==> config.mk <==
export PLATFORM = sky130hd
export DESIGN_NAME = peripheral_sync_ctrl
export DESIGN_NICKNAME = d
export VERILOG_FILES = /design/src/rtl/peripheral_sync_ctrl.sv
export SDC_FILE = /design/constraint.sdc
export NUM_CORES = 1
export LEC_CHECK = 0
export CELL_PAD_IN_SITES_DETAIL_PLACEMENT = 0
export CELL_PAD_IN_SITES_GLOBAL_PLACEMENT = 1
export CORE_ASPECT_RATIO = 0.6
export CORE_MARGIN = 3
export CORE_UTILIZATION = 30
export CTS_BUF_LIST = sky130_fd_sc_hd__clkbuf_16
export DETAILED_ROUTE_END_ITERATION = 6
export PLACE_DENSITY_LB_ADDON = 0.1
export SLEW_MARGIN = 10
export SYNTH_ARGS = -nofsm -noshare
export SYNTH_HDL_FRONTEND = slang
export SYNTH_SLANG_ARGS = --single-unit
==> constraint.sdc <==
create_clock -name clk -period 8.3 [get_ports clk]
set_clock_uncertainty 0.15 [all_clocks]
set_input_delay 1.66 -clock clk [delete_from_list [all_inputs] [get_ports clk]]
set_output_delay 1.66 -clock clk [all_outputs]
set_load 0.02 [all_outputs]
==> src/rtl/peripheral_sync_ctrl.sv <==
// -----------------------------------------------------------------------------
// peripheral_sync_ctrl
//
// Sequencer for the MMIO-commit synchronisation path between the DUT core and
// the reference side. Qualifying commits (isMMIO && valid && wenable) are
// queued in a DEPTH-entry FIFO and presented one at a time on syn_reg1 /
// syn_reg2 under a four-phase valid/ack handshake with the consumer.
//
// Parameters:
//   DEPTH          FIFO entries (power of two, 2..16)
//   TIMEOUT_CYCLES HOLD watchdog limit (only with PERIPHERAL_SYNC_TIMEOUT_EN)
//
// Optional feature macro: PERIPHERAL_SYNC_TIMEOUT_EN
//   defined   : HOLD watchdog drops an unacknowledged entry and sets timeout
//   undefined : HOLD waits indefinitely, timeout tied to 0
//
// Ports:
//   clk, reset          rising-edge clock, synchronous active-high reset
//   dutpc/instrcnt/rfData, valid, wenable, isMMIO   commit inputs
//   syn_ack             consumer acknowledge (four-phase)
//   syn_reg1            {instrcnt, dutpc} of the presented entry
//   syn_reg2            {64'b0, rfData} of the presented entry
//   syn_valid           syn_reg* hold an unconsumed entry
//   dut_stall           FIFO full, DUT must hold further MMIO commits
//   overflow            sticky, a commit was dropped
//   drop_cnt            saturating count of dropped commits
//   timeout             sticky watchdog flag
// -----------------------------------------------------------------------------
module peripheral_sync_ctrl #(
    parameter int DEPTH          = 4,
    parameter int TIMEOUT_CYCLES = 1024
) (
    input  logic         clk,
    input  logic         reset,
    input  logic [63:0]  dutpc,
    input  logic [63:0]  instrcnt,
    input  logic [63:0]  rfData,
    input  logic         valid,
    input  logic         wenable,
    input  logic         isMMIO,
    input  logic         syn_ack,
    output logic [127:0] syn_reg1,
    output logic [127:0] syn_reg2,
    output logic         syn_valid,
    output logic         dut_stall,
    output logic         overflow,
    output logic [15:0]  drop_cnt,
    output logic         timeout
);

    localparam int AW = (DEPTH > 1) ? $clog2(DEPTH) : 1;
    localparam int CW = AW + 1;
    localparam logic [CW-1:0] FULL_LVL = CW'(DEPTH);
    localparam logic [CW-1:0] CNT_ONE  = CW'(1);
    localparam logic [AW-1:0] PTR_ONE  = AW'(1);

    // Elaboration-time parameter sanity checks
    if (DEPTH < 2 || DEPTH > 16 || (DEPTH & (DEPTH - 1)) != 0) begin : g_bad_depth
        $error("peripheral_sync_ctrl: DEPTH must be a power of two in 2..16");
    end
    if (TIMEOUT_CYCLES < 1) begin : g_bad_timeout
        $error("peripheral_sync_ctrl: TIMEOUT_CYCLES must be at least 1");
    end

    typedef enum logic [1:0] {
        ST_IDLE    = 2'd0,
        ST_LOAD    = 2'd1,
        ST_HOLD    = 2'd2,
        ST_RELEASE = 2'd3
    } state_t;

    state_t          state_r;
    state_t          state_next_s;

    // Entry layout: [191:128] instrcnt, [127:64] dutpc, [63:0] rfData
    logic [191:0]    mem_r [DEPTH];
    logic [AW-1:0]   wr_ptr_r;
    logic [AW-1:0]   rd_ptr_r;
    logic [CW-1:0]   count_r;
    logic [CW-1:0]   count_next_s;

    logic            push_s;
    logic            pop_s;
    logic            full_s;
    logic            push_ok_s;
    logic            drop_s;
    logic            timeout_hit_s;
    logic [191:0]    head_s;

    logic [127:0]    syn_reg1_r;
    logic [127:0]    syn_reg2_r;
    logic            syn_valid_r;
    logic            dut_stall_r;
    logic            overflow_r;
    logic [15:0]     drop_cnt_r;

    // Push qualification and accept/drop decision; a pop in the same cycle
    // frees the slot, so a push against a full FIFO is still taken.
    always_comb begin
        push_s    = isMMIO && valid && wenable;
        full_s    = (count_r == FULL_LVL);
        push_ok_s = push_s && (!full_s || pop_s);
        drop_s    = push_s && full_s && !pop_s;
        head_s    = mem_r[rd_ptr_r];
    end

    // Next occupancy from accepted pushes and LOAD pops
    always_comb begin
        count_next_s = count_r;
        case ({push_ok_s, pop_s})
            2'b10:   count_next_s = count_r + CNT_ONE;
            2'b01:   count_next_s = count_r - CNT_ONE;
            default: count_next_s = count_r;
        endcase
    end

    // Handshake FSM next-state logic; the head entry is popped in LOAD
    always_comb begin
        state_next_s = state_r;
        pop_s        = 1'b0;
        case (state_r)
            ST_IDLE: begin
                if (count_r != {CW{1'b0}}) begin
                    state_next_s = ST_LOAD;
                end else begin
                    state_next_s = ST_IDLE;
                end
            end
            ST_LOAD: begin
                pop_s        = 1'b1;
                state_next_s = ST_HOLD;
            end
            ST_HOLD: begin
                if (syn_ack) begin
                    state_next_s = ST_RELEASE;
                end else if (timeout_hit_s) begin
                    state_next_s = ST_IDLE;
                end else begin
                    state_next_s = ST_HOLD;
                end
            end
            ST_RELEASE: begin
                if (!syn_ack) begin
                    state_next_s = ST_IDLE;
                end else begin
                    state_next_s = ST_RELEASE;
                end
            end
            default: begin
                state_next_s = ST_IDLE;
            end
        endcase
    end

    // FSM state register
    always_ff @(posedge clk) begin
        if (reset) begin
            state_r <= ST_IDLE;
        end else begin
            state_r <= state_next_s;
        end
    end

    // FIFO storage; contents need no reset since pointers/count are flushed
    always_ff @(posedge clk) begin
        if (!reset && push_ok_s) begin
            mem_r[wr_ptr_r] <= {instrcnt, dutpc, rfData};
        end
    end

    // FIFO pointers, occupancy and the full-derived stall flag
    always_ff @(posedge clk) begin
        if (reset) begin
            wr_ptr_r    <= {AW{1'b0}};
            rd_ptr_r    <= {AW{1'b0}};
            count_r     <= {CW{1'b0}};
            dut_stall_r <= 1'b0;
        end else begin
            if (push_ok_s) begin
                wr_ptr_r <= wr_ptr_r + PTR_ONE;
            end
            if (pop_s) begin
                rd_ptr_r <= rd_ptr_r + PTR_ONE;
            end
            count_r     <= count_next_s;
            dut_stall_r <= (count_next_s == FULL_LVL);
        end
    end

    // Dropped-commit bookkeeping: sticky flag and saturating counter
    always_ff @(posedge clk) begin
        if (reset) begin
            overflow_r <= 1'b0;
            drop_cnt_r <= 16'h0000;
        end else if (drop_s) begin
            overflow_r <= 1'b1;
            if (drop_cnt_r != 16'hFFFF) begin
                drop_cnt_r <= drop_cnt_r + 16'h0001;
            end
        end
    end

    // Presentation registers: loaded only in LOAD, held between entries
    always_ff @(posedge clk) begin
        if (reset) begin
            syn_reg1_r  <= 128'd0;
            syn_reg2_r  <= 128'd0;
            syn_valid_r <= 1'b0;
        end else begin
            if (state_r == ST_LOAD) begin
                syn_reg1_r <= head_s[191:64];
                syn_reg2_r <= {64'd0, head_s[63:0]};
            end
            syn_valid_r <= (state_next_s == ST_HOLD);
        end
    end

`ifdef PERIPHERAL_SYNC_TIMEOUT_EN
    localparam logic [31:0] TO_LIMIT = 32'(TIMEOUT_CYCLES);

    logic [31:0] hold_cnt_r;
    logic        timeout_r;

    // Watchdog fires on the edge that completes the TIMEOUT_CYCLES-th HOLD cycle
    always_comb begin
        timeout_hit_s = (state_r == ST_HOLD) && !syn_ack &&
                        ((hold_cnt_r + 32'd1) >= TO_LIMIT);
    end

    // HOLD cycle counter (cleared while loading) and sticky timeout flag
    always_ff @(posedge clk) begin
        if (reset) begin
            hold_cnt_r <= 32'd0;
            timeout_r  <= 1'b0;
        end else begin
            if (state_r == ST_LOAD) begin
                hold_cnt_r <= 32'd0;
            end else if (state_r == ST_HOLD) begin
                hold_cnt_r <= hold_cnt_r + 32'd1;
            end
            if (timeout_hit_s) begin
                timeout_r <= 1'b1;
            end
        end
    end

    assign timeout = timeout_r;
`else
    assign timeout_hit_s = 1'b0;
    assign timeout       = 1'b0;
`endif

    assign syn_reg1  = syn_reg1_r;
    assign syn_reg2  = syn_reg2_r;
    assign syn_valid = syn_valid_r;
    assign dut_stall = dut_stall_r;
    assign overflow  = overflow_r;
    assign drop_cnt  = drop_cnt_r;

endmodule

==> impl_metrics.py <==
metrics = {
    "worst_setup_path": {
        "cp_data_required_time_ns": 8.46,
        "endpoint_kind": "flop",
        "crit_path_max_fanout": 84,
        "crit_path_max_incr_delay_ns": 0.71,
        "cpMaxStageDelayCell": "and2_4",
        "cp.arrival_ns": 4.63,
        "r2r_cells": 5,
        "path_cells": "clkdlybuf4s50_1 > nand3_1 > a31oi_1 > nor2b_1 > and2_4 > buf_12",
        "startpoint_type": "primary input",
        "cp.buffers_inverters": 2,
        "crit_cells": 6,
        "cpLargestDelayFamily": "simple AND/OR/NAND/NOR gates",
        "path_class": "primary input to flop",
    },
    "synthesis": {
        "ys_top_cells_by_area": "edfxtp_1 (64%), dfxtp_1 (12%), mux4_2 (12%), nand2_1 (4.1%), a21oi_1 (2.7%)",
        "yosysSeqAreaShare_pct": 76.3,
        "synth_top_area_share_pct": 64.0,
        "synth-edff-count": 768,
        "yosysTopAreaCell": "edfxtp_1",
        "syn-cell-area_sq_um": 36000,
        "async_flop_share_pct": 0,
        "synth_area_per_cell_sq_um": 17.4,
        "syn_inst": 2067,
        "synthDistinctLibCells": 41,
        "synth_warnings": 0,
        "ys_ff_latch": 988,
        "synth_flop_cell": "edfxtp_1",
    },
    "clock_tree": {
        "cts_sinks": 988,
        "cts-resized-gates": 0,
        "cts_root_buf": "clkbuf_16",
        "cts_tree": "built",
        "cts_made_buffers": 98,
        "clk_path_buf_depth": 3,
        "hold_buffers": 0,
        "clock_latency_ns": 0.68,
        "htreeDepth": 3,
        "postCtsSetupBuffers": 0,
        "clk_pin_slew_worst_paths_ns": 0.06,
    },
    "finish": {
        "area_growth_pct": 24.9,
        "nets": 2687,
        "fin_util_pct": 38.2,
        "layout-drive-gt1-share_pct": 14.8,
    },
    "min_path": {
        "min_path_type": "flop to flop",
        "min_delay_path_depth": 2,
    },
    "floorplan": {
        "core_area_sq_um": 118000,
        "num_io_pins": 474,
        "die_w_microns": 453,
        "fp.dieH_microns": 274,
        "initial_core_util_pct": 30.6,
        "std_cell_rows": 97,
        "die_area_sq_um": 124000,
    },
    "drt": {
        "ant_nets": 0,
        "wl_per_cell_microns": 22.3,
        "via_count": 18695,
        "drt-pass1-iter-count": 5,
        "wl_microns": 92700,
        "vias_per_cell": 4.50,
        "drc": 0,
        "dr.first_iter.drc_count": 999,
    },
    "placed_design": {
        "portBuffers": 408,
        "dpl.hpwl_microns": 54300,
        "dp_slack_ns": 3.11,
        "place.gp.congestion": 0.722,
    },
    "power": {
        "power_density_nw_per_um2": 272,
        "irDropWorstVdd_v": 0.000152,
        "power.leakage_uw": 0.0140,
    },
    "sta": {
        "period_share_pct": 53.9,
        "max_freq_ghz": 0.224,
        "tns_ns": 0,
        "whs_ns": 0.302,
        "finalHoldViolations": 0,
        "drv_slew": 0,
        "setup_viol": 0,
        "min_period_ns": 4.47,
        "worst_pin_slew_ns": 0.995,
        "final.setup.worst_slack_ns": 3.83,
        "rsz0062_at_grt": "false",
        "relSlewSlack_pct": 33.7,
    },
    "grt": {
        "grt_start_max_net_pins": 140,
        "grt_pass1_vias": 19735,
        "antenna_found_initial": 10,
        "grt_usage_pct": 14.8,
        "gr-total-overflow": 0,
        "grt_pass1_wl_microns": 135000,
    },
    "outcome": {
        "status": "finished, final reports clean",
    },
    "flow_run": {
        "drv_cap": 0,
    },
}
==> stage by stage <==
step	area (sq um)	instances	power (uW)
detailed placement	41700	3967	7900
global route	45000	4154	12800
floorplan	36300	2131	7040
CTS	45000	4153	12500
global placement	41700	3967	7880
finish	45000	4157	12200
==> Yosys cell counts, types with 2 or more instances <==
library cell and instances:
nor3b_1 2, buf_4 67, a31oi_1 2, o21ai_0 3, nor4_4 2, nor3_1 8, ha_1 5, nand2_1 391
buf_1 15, inv_1 7, clkbuf_1 67, xnor2_1 14, nor2_1 30, nor4_1 2, nor2b_1 4, buf_2 30
and4_1 2, edfxtp_1 768, and2_1 4, xor2_1 3, nand4_1 6, dfxtp_1 220, a21oi_1 197, mux4_2 192
and3_1 5, nand3_1 6
==> sequential cells by signal (all words and copies together) (netlist names) <==
| signal | cells |
|---|---|
| wr_ptr_r | 2 |
| state_r | 2 |
| overflow | 1 |
| drop_cnt | 16 |
| dut_stall | 1 |
| rd_ptr_r | 2 |
| count_r | 3 |
| syn_valid | 1 |
| mem_r | 768 |
| syn_reg2 | 64 |
| syn_reg1 | 128 |
==> cell usage in the layout (no fill, tap or decap), types with 9 or more instances in the layout <==
| cell | count |
|---|---|
| buf_12 | 10 |
| mux4_2 | 192 |
| nor2_1 | 30 |
| buf_4 | 13 |
| clkbuf_16 | 98 |
| conb_1 | 65 |
| clkinv_2 | 23 |
| clkinvlp_4 | 9 |
| inv_1 | 25 |
| dfxtp_1 | 218 |
| nand2_1 | 391 |
| a21oi_1 | 197 |
| bufinv_16 | 13 |
| edfxtp_1 | 768 |
| clkdlybuf4s50_1 | 407 |
| xnor2_1 | 14 |
| clkinv_1 | 16 |
==> area by class of cell <==
| cell class | instances | area, sq um |
|---|---|---|
| fill | 10912 | 72900 |
| timing repair buffer | 431 | 4390 |
| multi-input combinational | 957 | 7820 |
| clock inverter | 88 | 842 |
| sequential | 988 | 27500 |
| inverter | 7 | 26.3 |
| tap | 1584 | 1980 |
| clock buffer | 98 | 2450 |
| antenna | 4 | 10.0 |
==> metal layers <==
layer / GRT usage, % / vias to the layer above / wire length (microns)
li1: - / 8587 / -
met1: 19.3 / 9681 / 40600
met2: 25.2 / 303 / 46600
met3: 3.23 / 120 / 3850
met4: 3.36 / 4 / 1580
met5: 0 / - / 27
==> cells by family after synthesis <==
logic type               share of synthesized area [%]
flip-flops                                        76.3
adder cells (fa/ha/maj)                          0.229
AND/OR/NAND/NOR                                   5.32
buffers and inverters                             2.74
other                                           0.0104
multiplexers                                      12.1
AO/OA/AOI/OAI                                     2.91
XOR/XNOR                                         0.413
==> worst paths after layout <==
check | start | endpoint | slack (ns)
setup / recovery | isMMIO | mem_r[1][185] | 3.83
setup reg to reg | state_r[1] | mem_r[1][185] | 4.70
hold reg to reg | syn_reg2[32] | syn_reg2[32] | 0.30
hold / removal | syn_reg2[32] | syn_reg2[32] | 0.30
==> where the power goes <==
part,switching (uW),internal [uW]
clock,1950,2580
combinational,1050,924
sequential,184,5560
total,3180,9060
==> worst register-to-register path: stages, from the launching register on <==
cell	delay [ns]
dfxtp_1	0.38
nand2b_4	0.36
a31oi_1	0.58
nor2b_1	0.34
and2_4	0.71
buf_12	0.48
Note: power is estimated with default switching activity, not from simulation.
